--- config.mk ---
export PLATFORM = sky130hd
export DESIGN_NAME = axi_lite_ram
export DESIGN_NICKNAME = d
export VERILOG_FILES = /design/src/rtl/axi_lite_ram.sv
export SDC_FILE = /design/constraint.sdc
export NUM_CORES = 1
export LEC_CHECK = 0
export CELL_PAD_IN_SITES_DETAIL_PLACEMENT = 0
export CELL_PAD_IN_SITES_GLOBAL_PLACEMENT = 1
export CORE_AREA = 5 5 407 409
export DETAILED_ROUTE_END_ITERATION = 7
export DIE_AREA = 0 0 412 414
export GPL_ROUTABILITY_DRIVEN = 0
export PLACE_DENSITY = 0.65
export SLEW_MARGIN = 30
export SYNTH_ARGS = -nofsm -noshare
export SYNTH_HDL_FRONTEND = slang
export SYNTH_SLANG_ARGS = --single-unit
--- constraint.sdc ---
create_clock -name clk -period 4.15 [get_ports clk]
set_input_delay 0.83 -clock clk [delete_from_list [all_inputs] [get_ports clk]]
set_output_delay 0.83 -clock clk [all_outputs]
set_load 0.01 [all_outputs]
--- src/rtl/axi_lite_ram.sv ---
// AXI4-Lite slave RAM: byte-strobe writes, independent AW/W holding registers, SLVERR on out-of-range.
// Define AXI_LITE_RAM_ALIGN_CHECK_EN to treat unaligned addresses as errors.
module axi_lite_ram #(
    parameter int AXIL_DATA_WIDTH = 32,
    parameter int AXIL_ADDR_WIDTH = 8,
    parameter int MEM_DEPTH       = 48
) (
    input  logic                         clk,
    input  logic                         reset_n,
    input  logic                         awvalid,
    output logic                         awready,
    input  logic [AXIL_ADDR_WIDTH-1:0]   awaddr,
    input  logic                         wvalid,
    output logic                         wready,
    input  logic [AXIL_DATA_WIDTH-1:0]   wdata,
    input  logic [AXIL_DATA_WIDTH/8-1:0] wstrb,
    output logic                         bvalid,
    input  logic                         bready,
    output logic [1:0]                   bresp,
    input  logic                         arvalid,
    output logic                         arready,
    input  logic [AXIL_ADDR_WIDTH-1:0]   araddr,
    output logic                         rvalid,
    input  logic                         rready,
    output logic [AXIL_DATA_WIDTH-1:0]   rdata,
    output logic [1:0]                   rresp
);

    localparam int STRB_W   = AXIL_DATA_WIDTH / 8;
    localparam int ADDR_LSB = $clog2(STRB_W);
    localparam int IDX_W    = AXIL_ADDR_WIDTH - ADDR_LSB;
    localparam logic [IDX_W:0] DEPTH_L = (IDX_W + 1)'(MEM_DEPTH);
    localparam logic [1:0] RESP_OKAY   = 2'b00;
    localparam logic [1:0] RESP_SLVERR = 2'b10;

    // Handshakes: a transfer happens on a rising edge where valid && ready are both high;
    // a source holds valid and payload stable until that edge, ready never waits on valid.

    logic                       ready_en;
    logic                       aw_full;
    logic [IDX_W-1:0]           aw_idx;
    logic                       aw_ok;
    logic                       w_full;
    logic [AXIL_DATA_WIDTH-1:0] w_data;
    logic [STRB_W-1:0]          w_strb;
    logic [AXIL_DATA_WIDTH-1:0] mem [MEM_DEPTH];

    logic             aw_hs;
    logic             w_hs;
    logic             ar_hs;
    logic             wr_exec;
    logic [IDX_W-1:0] aw_idx_in;
    logic [IDX_W-1:0] ar_idx;
    logic             aw_ok_in;
    logic             ar_ok;

    assign awready = ready_en && !aw_full;
    assign wready  = ready_en && !w_full;
    assign arready = ready_en && (!rvalid || rready);

    assign aw_hs   = awvalid && awready;
    assign w_hs    = wvalid && wready;
    assign ar_hs   = arvalid && arready;
    assign wr_exec = aw_full && w_full && (!bvalid || bready);

    assign aw_idx_in = awaddr[AXIL_ADDR_WIDTH-1:ADDR_LSB];
    assign ar_idx    = araddr[AXIL_ADDR_WIDTH-1:ADDR_LSB];

`ifdef AXI_LITE_RAM_ALIGN_CHECK_EN
    assign aw_ok_in = ({1'b0, aw_idx_in} < DEPTH_L) && (awaddr[ADDR_LSB-1:0] == '0);
    assign ar_ok    = ({1'b0, ar_idx} < DEPTH_L) && (araddr[ADDR_LSB-1:0] == '0);
`else
    logic unused_low_bits;
    assign unused_low_bits = ^{awaddr[ADDR_LSB-1:0], araddr[ADDR_LSB-1:0]};
    assign aw_ok_in = ({1'b0, aw_idx_in} < DEPTH_L);
    assign ar_ok    = ({1'b0, ar_idx} < DEPTH_L);
`endif

    // Range is resolved at AW capture, so execute only needs the stored flag.
    always_ff @(posedge clk or negedge reset_n) begin
        if (!reset_n) begin
            ready_en <= 1'b0;
            aw_full  <= 1'b0;
            aw_idx   <= '0;
            aw_ok    <= 1'b0;
            w_full   <= 1'b0;
            w_data   <= '0;
            w_strb   <= '0;
            bvalid   <= 1'b0;
            bresp    <= RESP_OKAY;
        end else begin
            ready_en <= 1'b1;
            if (aw_hs) begin
                aw_full <= 1'b1;
                aw_idx  <= aw_idx_in;
                aw_ok   <= aw_ok_in;
            end else if (wr_exec) begin
                aw_full <= 1'b0;
            end
            if (w_hs) begin
                w_full <= 1'b1;
                w_data <= wdata;
                w_strb <= wstrb;
            end else if (wr_exec) begin
                w_full <= 1'b0;
            end
            if (wr_exec) begin
                bvalid <= 1'b1;
                bresp  <= aw_ok ? RESP_OKAY : RESP_SLVERR;
            end else if (bready) begin
                bvalid <= 1'b0;
            end
        end
    end

    always_ff @(posedge clk or negedge reset_n) begin
        if (!reset_n) begin
            rvalid <= 1'b0;
            rdata  <= '0;
            rresp  <= RESP_OKAY;
        end else if (ar_hs) begin
            rvalid <= 1'b1;
            rdata  <= ar_ok ? mem[ar_idx] : '0;
            rresp  <= ar_ok ? RESP_OKAY : RESP_SLVERR;
        end else if (rready) begin
            rvalid <= 1'b0;
        end
    end

    // Storage has no reset; a same-edge read sees the pre-write word.
    always_ff @(posedge clk) begin
        if (wr_exec && aw_ok) begin
            for (int b = 0; b < STRB_W; b++) begin
                if (w_strb[b]) begin
                    mem[aw_idx][8*b +: 8] <= w_data[8*b +: 8];
                end
            end
        end
    end

endmodule

Word level (Yosys, flattened, before mapping) --
Memory sizes are Yosys's and may differ from the RTL's. Index checks and enable logic that the tools add are counted.
Storage, ports and cells: bits in registers 84, bits in latches 0, RAM bits 1536, ROM bits 0, bits of input ports 59, output and inout bits 41, word-level logic and storage cells 56, memories 1
Operators by class: add/subtract/negate cells 0, multiply operators 0, div/mod/pow operators 0, $lt $le $gt $ge 2, equality and inequality tests 0, shift-type cells 0, muxes and demuxes 22, bitwise logic cells 0, reduce and logical (&&, ||, !) cells 19
Memory list:
- mem | words 48, bits a word 32, rd ports 1, clocked after Yosys merged registers in 0, wr ports 1, line 46 | logic [AXIL_DATA_WIDTH-1:0] mem [MEM_DEPTH];
Operators by type and width (count):
- $mux 32 | 1
- $mux 1 | 19
- $lt 6x6->1 const B | 2
- $logic_and 1x1->1 | 9
- $reduce_bool 2->1 | 4
- $logic_not 1->1 | 4
- $mux 2 | 2
- $logic_or 1x1->1 | 2

Longest topological paths before layout --
Gate-level depths: netlist of run 1.
depth after elaboration 6, mapped depth 10

Least setup slack after synthesis of run 1 --
OpenSTA, ideal clock, no wires.
path kind input to register, from in bready, to mem mem[32][0] (enable), library setup time 0.370 ns, arrival time 2.223 ns, data required time 3.780 ns, setup slack 1.557 ns, stages on the path 7, path through nand2b_1 nor2b_1 and2_1 nand2_1 clkbuf_1 buf_1 nor2_1
On the way: longest elaborated chain between the ends 5
Ends and longest elaborated chain:
- from (decl) | line 18 | input logic bready,
- $logic_or 1x1->1 | line 64 | assign wr_exec = aw_full && w_full && (!bvalid || bready);
- $logic_and 1x1->1 | line 64
- $logic_and 1x1->1 | line 132 | if (wr_exec && aw_ok) begin
- $mux 1 | line 132
- $mux 1 (implied by the code) | line 135 | mem[aw_idx][8*b +: 8] <= w_data[8*b +: 8];
- to (decl) | line 46
Every way passes these cells.

Final worst setup path of run 1 --
from in rready, to out arready
On the way: longest elaborated chain between the ends 2
Ends and longest elaborated chain:
- from (decl) | line 24 | input logic rready,
- $logic_or 1x1->1 | line 59 | assign arready = ready_en && (!rvalid || rready);
- $logic_and 1x1->1 | line 59
- to (decl) | line 21 | output logic arready,
Every way passes these cells.

==> tab_implementation.tex, run 1 <==
\begin{tabular}{lr}
\hline
Metric & Value \\
\hline
\multicolumn{2}{l}{\textbf{STA}} \\
Ratio of final minimum period to clock period & between 80\% and 90\% \\
Achievable frequency & 294.6 MHz \\
Setup repair after global routing missed its margin & no \\
Setup violations, final & 0 \\
Final worst-path setup slack & approximately 0.76 ns \\
Worst slew margin relative to its limit & approximately 29\% \\
Fin Clk Skew & about 0.028 ns \\
Transition time at the pin with the least slew margin & 1.068 ns \\
Number of pins exceeding their max-slew limit in the final report & 0 \\
Total negative setup slack & 0 ns \\
Final Hold Vio Count & 0 \\
Final critical path time including I/O delays and setup & between 3 and 4 ns \\
\multicolumn{2}{l}{\textbf{Detailed routing}} \\
First-pass DRT Iterations & 6 \\
Drt initial violations & 3907 \\
Total vias in the final route & 32.79k \\
ANT nets after route & 0 \\
Via count normalized by instance count & 5.549 \\
DRC violation count after routing & 0 \\
Total Routed Length & roughly 180000 um \\
Drt wl/cell & 30.06 um \\
\multicolumn{2}{l}{\textbf{Clock tree}} \\
Number of gates resized after cts & 0 \\
Clock-pin slew of the registers on the worst-case setup and hold paths & $\sim$0.060 ns \\
Number of sinks driven by the clock tree & 1618 \\
Later-pin clock latency in the skew report & roughly 0.80 ns \\
Cell chosen for the clock root & clkbuf\_16 \\
Htree depth & 4 \\
CTS max path bufs & 3 \\
Setup repair bufs after CTS & 0 \\
Number of buffers added to fix hold violations after cts & 0 \\
TritonCTS clock tree & built \\
CTS Buf Count & between 150 and 200 \\
\multicolumn{2}{l}{\textbf{Setup path}} \\
Crit. End Element & primary output \\
WP buf/inv & 2 \\
Ordered cell list for the critical path & clkdlybuf4s50\_1 > nand2b\_1 > and2\_1 > clkdlybuf4s50\_1 \\
Arrival time reported for the critical path endpoint & 2.56 ns \\
Setup slack, reg-to-reg & between 1 and 1.5 ns \\
Peak per-stage delay on the critical path & about 0.56 ns \\
Cell type with the highest occurrence count on the critical path & clkdlybuf4s50\_1 \\
Top delay family on crit path & buffers and inverters \\
Nature of the critical path startpoint & input pin \\
Data required time at the worst endpoint & $\sim$3.3 ns \\
Worst Setup Path Type & in2out \\
Cell with the largest stage delay on the worst path & clkdlybuf4s50\_1 \\
Critical-path maximum fanout & 10 \\
\multicolumn{2}{l}{\textbf{Synthesis}} \\
Number of unique standard cell types used by synthesis & between 50 and 60 \\
Sequential fraction of the synthesis area & 76.96\% \\
Dominant synthesized flop cell & edfxtp\_1 \\
Synth Area per Inst & 19.70 sq um \\
Flop and latch count out of synthesis & $\sim$1.6k \\
Cell type contributing the most total cell area after synthesis & edfxtp\_1 \\
Warning count from the yosys run & 0 \\
Gate count of the mapped netlist & about 3.2k \\
Post-synth top area share & 73.68\% \\
Count of flip-flops with a built-in enable after synthesis & $\sim$1.5k \\
Ranking of synthesized cells by area & edfxtp\_1 74\%, mux4\_2 9.9\%, dfrtp\_1 3.3\%, mux2i\_1 2.2\%, nor2\_1 1.6\% \\
Post-Synthesis Cell Area & 62600 sq um \\
Async set-reset flop share out of synthesis & roughly 5.1\% \\
\multicolumn{2}{l}{\textbf{Place}} \\
Cell Count Post-Placement & between 5k and 6k \\
Count of input and output buffers & between 90 and 100 \\
Worst slack at placement & between 0.6 and 0.7 ns \\
Sum of net half-perimeters after detailed placement & 114500 um \\
\multicolumn{2}{l}{\textbf{Layout}} \\
Share of layout cells above drive strength 1 & 25.72\% \\
Filler-free cell count of the finished design & slightly below 6k \\
Seq. cell area & slightly below 50000 sq um \\
Fillers & around 14k \\
Nets@finish & roughly 3.7k \\
Post-synthesis to final-layout area growth & 17.23\% \\
Area of combinational cells with multiple inputs & 13400 sq um \\
\multicolumn{2}{l}{\textbf{GRT}} \\
Number of global-route vias before repair & 32.80k \\
GRT met1 Usage & roughly 30\% \\
Wire length of the first global-routing pass & 250900 um \\
Number of antenna violations at the first check in global routing & 8 \\
Total global routing track utilization & 20.74\% \\
Overflow after GRT & 0 \\
Layer carrying the most global-route usage & met2 \\
Pin count of the biggest net entering global routing & 50 \\
Global-route met2 utilization & between 30 and 40\% \\
Grt met3 use & between 5 and 6\% \\
\multicolumn{2}{l}{\textbf{Floorplanning}} \\
Boundary Pins & 100 \\
Die area & 170600 sq um \\
Width of the chip & around 400 um \\
Core outline area & between 150000 and 200000 sq um \\
Placement Rows & $\sim$150 \\
Effective utilization at floorplan & 38.72\% \\
Height of the chip & 414 um \\
\multicolumn{2}{l}{\textbf{Run}} \\
Reported max-cap violation count & 0 \\
\multicolumn{2}{l}{\textbf{Power}} \\
Reported leakage power & 23.91 nW \\
Max IR drop VDD & roughly 0.40 mV \\
P per Cell Area & around 550 nW/um\^{}2 \\
\multicolumn{2}{l}{\textbf{Run status}} \\
Outcome & complete, no violations \\
\multicolumn{2}{l}{\textbf{Min path}} \\
Class of the tightest hold or removal check & in2async \\
\hline
\end{tabular}
[worst reg2reg max path: stages, from the launching register on]
cell and delay (ns):
dfrtp_1 0.51, nor3_1 0.77, nand2_1 0.66, nor2_1 0.52
buf_4 0.24
[worst paths after layout]
| check | start | endpoint | cells after the start |
|---|---|---|---|
| min in group clk | aw_ok | bresp[1] | 1 |
| worst max-delay path | rready | arready | 4 |
| worst min register to register | aw_ok | bresp[1] | 1 |
| worst min-delay path | reset_n | aw_idx[4] | 1 |
| worst max register to register | aw_idx[3] | mem[3][15] | 4 |
| max in group asynchronous | reset_n | w_data[1] | 2 |
[power by group]
part | switching [W] | total (W) | internal, W | leakage (nW)
Sequential | 0.000413 | 0.0209 | 0.0205 | 14.8
Combinational | 0.00397 | 0.00512 | 0.00115 | 6.53
Clock | 0.00610 | 0.0145 | 0.00835 | 2.57
Total | 0.0105 | 0.0405 | 0.0300 | 23.9
[stage by stage]
stage	util (%)	hold WS (ns)	total power, W	area [sq um]
3_5_place_dp	42.13	0.4809	0.02644	68110
4_1_cts	45.38	0.09791	0.04079	73360
6_report	45.39	0.1283	0.04052	73390
5_1_grt	45.39	0.1296	0.04182	73370
3_3_place_gp	42.13	0.4741	0.02623	68100
2_1_floorplan	-	0.4407	0.02347	62600
[cells in the final DEF (no fill, tap or decap), types with 7 or more instances in the layout]
cell             Yosys  layout
clkdlybuf4s50_1      0      88
nor3_1              12      12
nor2_1             266     266
mux4_2             276     276
o311a_1             10      10
clkbuf_1            51      43
a21oi_1             58      58
nor3b_1              7       7
mux2_2              82      82
a22o_1              13      13
o211ai_1            16      16
a211oi_1            12      12
o221ai_1            25      25
inv_6                0       8
nand4_1             21      21
nand2_1            116     109
edfxtp_1          1536    1536
nand3_1             25      25
clkinv_1             1      35
buf_4               38     326
bufinv_16            0      11
and3_1              11      11
buf_12               0      21
dfrtp_1             82      82
o22a_1               7       7
clkbuf_8             0      13
a22oi_1             67      67
a2111oi_2            7       7
nor2b_1             13      12
o21ai_0             42      42
nand2_2              1       7
clkbuf_16            0     168
o22ai_1             38      38
clkinv_2             0      21
a221oi_1            31      31
mux2i_1            140     140
[sequential cells by signal, summed over array words and instances (netlist names)]
signal and cells:
aw_idx 6, rresp 1, mem 1536, bvalid 1
aw_full 1, ready_en 1, bresp 1, w_data 32
w_strb 4, aw_ok 1, w_full 1, rvalid 1
rdata 32
[synthesized netlist by cell type (16+ instances only)]
cell type and count:
o221ai_1 25, buf_2 70, a22oi_1 67, o21ai_0 42, clkbuf_1 51, buf_4 38
nand2_1 116, o22ai_1 38, nand4_1 21, nand3_1 25, mux2i_1 140, nor2_1 266
a221oi_1 31, buf_1 20, mux4_2 276, edfxtp_1 1536, dfrtp_1 82, mux2_2 82
a21oi_1 58, o211ai_1 16
[cell families (layout without fill, tap and decap cells)]
group | Yosys count | count (layout) | synth area share, %
DFF | 1618 | 1618 | 76.96
and+or+nand+nor | 501 | 501 | 3.500
muxes | 498 | 498 | 13.64
AOI/OAI and AO/OA | 359 | 359 | 4.161
buffers and inverters | 200 | 750 | 1.723
other | 2 | 8 | 0.01200
[cell type report]
class	count	area share (%)
sequential	1618	65.65
multi-input combinational	1361	18.26
clock buffer	224	6.192
timing repair buffer	438	5.169
tap	2175	3.708
clock inverter	80	0.9633
inverter	8	0.04092
antenna	5	0.01705
[metal layers]
metal | share of wire, % | routed length, um
met3 | 9.3 | 16480
met5 | 0.012 | 22
met1 | 42 | 74790
met4 | 2.8 | 4993
met2 | 46 | 81330
Note: power is estimated with default switching activity, not from simulation.
==> run 2, diff against run 1 <==
Clock period 4.15 ns to 3.3 ns, I/O delays scaled along.
==> run 2 against run 1 <==
Effect of this change: global-route usage up 0.22 points; flip-flop and latch count is the same; worst hold slack better by 0.32 ns; via count rose by 1.2%; final cell count up 1.2%; die area did not move; core utilization increased by 0.50 points; clock-buffer cell count rose by 6; critical path depth shrank 2; register-to-register slack worse by 0.69 ns; first-iteration DRC count grew 0.33%; total power is 27% higher; critical endpoint is now wready; largest power group unchanged.
==> tab_implementation.tex, run 2 (synthesized netlist as in run 1, its figures left out) <==
\begin{tabular}{lr}
\hline
Metric & Value \\
\hline
\multicolumn{2}{l}{\textbf{GRT}} \\
Overflow after GRT & 0 \\
Number of antenna violations at the first check in global routing & 14 \\
Pin count of the biggest net entering global routing & 50 \\
Total global routing track utilization & between 20\% and 30\% \\
Wire length of the first global-routing pass & 253000 um \\
Number of global-route vias before repair & 33.02k \\
\multicolumn{2}{l}{\textbf{Layout}} \\
Max reg flops & roughly 1.5k \\
Fillers & roughly 14k \\
Share of layout cells above drive strength 1 & roughly 27\% \\
Area of combinational cells with multiple inputs & roughly 13000 sq um \\
Core utilization of the finished layout & 45.89\% \\
Seq. cell area & 48180 sq um \\
Post-synthesis to final-layout area growth & 18.51\% \\
Largest register by flop count & mem \\
Commonest cells after routing, fill and taps aside & 1536 x edfxtp\_1, 378 x buf\_4, 276 x mux4\_2, 266 x nor2\_1, 174 x clkbuf\_16 \\
Largest registers & mem: 1536 flops, rdata: 32 flops, w\_data: 32 flops \\
Most common cell after layout, fill and taps aside & edfxtp\_1 \\
Nets@finish & approximately 3.7k \\
\multicolumn{2}{l}{\textbf{Power}} \\
P per Cell Area & roughly 690 nW/um\^{}2 \\
Reported leakage power & 24.34 nW \\
Max IR drop VDD & between 0.6 and 0.7 mV \\
\multicolumn{2}{l}{\textbf{Clock tree}} \\
Cell chosen for the clock root & clkbuf\_16 \\
Htree depth & 4 \\
Number of gates resized after cts & 0 \\
Later-pin clock latency in the skew report & around 0.8 ns \\
TritonCTS clock tree & built \\
Clock-pin slew of the registers on the worst-case setup and hold paths & $\sim$0.060 ns \\
CTS max path bufs & 3 \\
Number of sinks driven by the clock tree & 1618 \\
CTS Buf Count & 169 \\
\multicolumn{2}{l}{\textbf{Floorplanning}} \\
Effective utilization at floorplan & between 30\% and 40\% \\
Boundary Pins & 100 \\
Placement Rows & approximately 150 \\
Height of the chip & roughly 410 um \\
Die area & between 150000 and 200000 sq um \\
Core outline area & 161700 sq um \\
Width of the chip & roughly 410 um \\
\multicolumn{2}{l}{\textbf{Run status}} \\
Outcome & complete, no violations \\
\multicolumn{2}{l}{\textbf{STA}} \\
Total negative setup slack & 0 ns \\
Transition time at the pin with the least slew margin & 1.007 ns \\
Number of pins exceeding their max-slew limit in the final report & 0 \\
Fin Clk Skew & approximately 0.025 ns \\
Achievable frequency & 326.9 MHz \\
Setup repair after global routing missed its margin & no \\
Worst slew margin relative to its limit & around 33\% \\
Final Hold Vio Count & 0 \\
Final critical path time including I/O delays and setup & between 3 and 4 ns \\
Ratio of final minimum period to clock period & 92.71\% \\
Setup violations, final & 0 \\
\multicolumn{2}{l}{\textbf{Detailed routing}} \\
DRC violation count after routing & 0 \\
Total vias in the final route & about 33k \\
ANT nets after route & 0 \\
Total Routed Length & roughly 180000 um \\
Via count normalized by instance count & between 5 and 6 \\
First-pass DRT Iterations & 6 \\
Drt initial violations & $\sim$3.9k \\
Drt wl/cell & 30.08 um \\
\multicolumn{2}{l}{\textbf{Setup path}} \\
Ordered cell list for the critical path & nor2b\_1 > clkdlybuf4s50\_1 \\
Critical-path maximum fanout & 5 \\
Worst Setup Path Type & reg2out \\
Capture instance of the worst register-to-register path & mem[26][29] \\
Nature of the critical path startpoint & flip-flop \\
Worst-case reg-to-reg path depth & 4 \\
R2r startpoint & aw\_idx[1] \\
Crit. End Element & primary output \\
Peak per-stage delay on the critical path & 0.77 ns \\
Cell with the largest stage delay on the worst path & dfrtp\_1 \\
Arrival time reported for the critical path endpoint & between 2 and 2.5 ns \\
Setup slack, reg-to-reg & between 0.4 and 0.5 ns \\
Data required time at the worst endpoint & 2.64 ns \\
\multicolumn{2}{l}{\textbf{Place}} \\
Count of input and output buffers & just over 90 \\
Sum of net half-perimeters after detailed placement & approximately 120000 um \\
\multicolumn{2}{l}{\textbf{Min path}} \\
Class of the tightest hold or removal check & in2async \\
\multicolumn{2}{l}{\textbf{Run}} \\
Reported max-cap violation count & 0 \\
\hline
\end{tabular}
==> run 2: per-layer routing <==
layer	routed length, um	GRT usage [%]	up-vias
met4	5415	6.600	4
met3	16090	5.032	232
met2	83380	32.10	1380
met5	23	0	-
met1	74990	29.86	17570
li1	-	-	14000
==> run 2: what timing repair did <==
action	CTS	global route
setup buffers	0	0
hold endpoints to repair	29	0
hold buffers	1	0
==> run 2: area by class of cell <==
type	instances	area share, %
tap	2175	3.668
clock inverter	76	0.9225
clock buffer	230	6.260
antenna	4	0.01349
inverter	8	0.04048
multi-input combinational	1361	18.04
sequential	1618	64.95
timing repair buffer	508	6.112
==> run 2: critical path: cells and delay by family (launching register included) <==
family,cells,cell delay [ns]
buf+inv,1,0.58
simple gates,1,0.28
flops,1,0.77
==> run 2: worst max-delay path by stage <==
stage | cells after the start | endpoint | startpoint
after floorplan | 7 | mem[32][0] | bready
after global placement | 8 | rdata[14] | araddr[2]
after detailed placement | 8 | rdata[14] | araddr[2]
after CTS | 2 | wready | ready_en
after global routing | 2 | wready | ready_en
final | 2 | wready | ready_en
==> run 2: metrics by stage <==
stage / cell area [sq um] / total power [W] / hold slack [ns] / instances / setup WS, ns
3_3_place_gp: 68830 / 0.03325 / 0.4640 / 5669 / 0.2027
6_report: 74190 / 0.05139 / 0.4519 / 5980 / 0.2406
5_1_grt: 74180 / 0.05304 / 0.4527 / 5977 / 0.1144
3_5_place_dp: 68840 / 0.03348 / 0.4789 / 5669 / 0.1996
4_1_cts: 74180 / 0.05173 / 0.4139 / 5976 / 0.2078
2_1_floorplan: 62600 / 0.02951 / 0.3644 / 3179 / 0.8768
==> run 2: report_power, final <==
part	switching [W]	total, W	leakage, nW	internal, W
clock	0.00768	0.0184	2.60	0.0107
combinational	0.00479	0.00637	6.94	0.00158
sequential	0.000829	0.0266	14.8	0.0258
total	0.0133	0.0514	24.3	0.0381
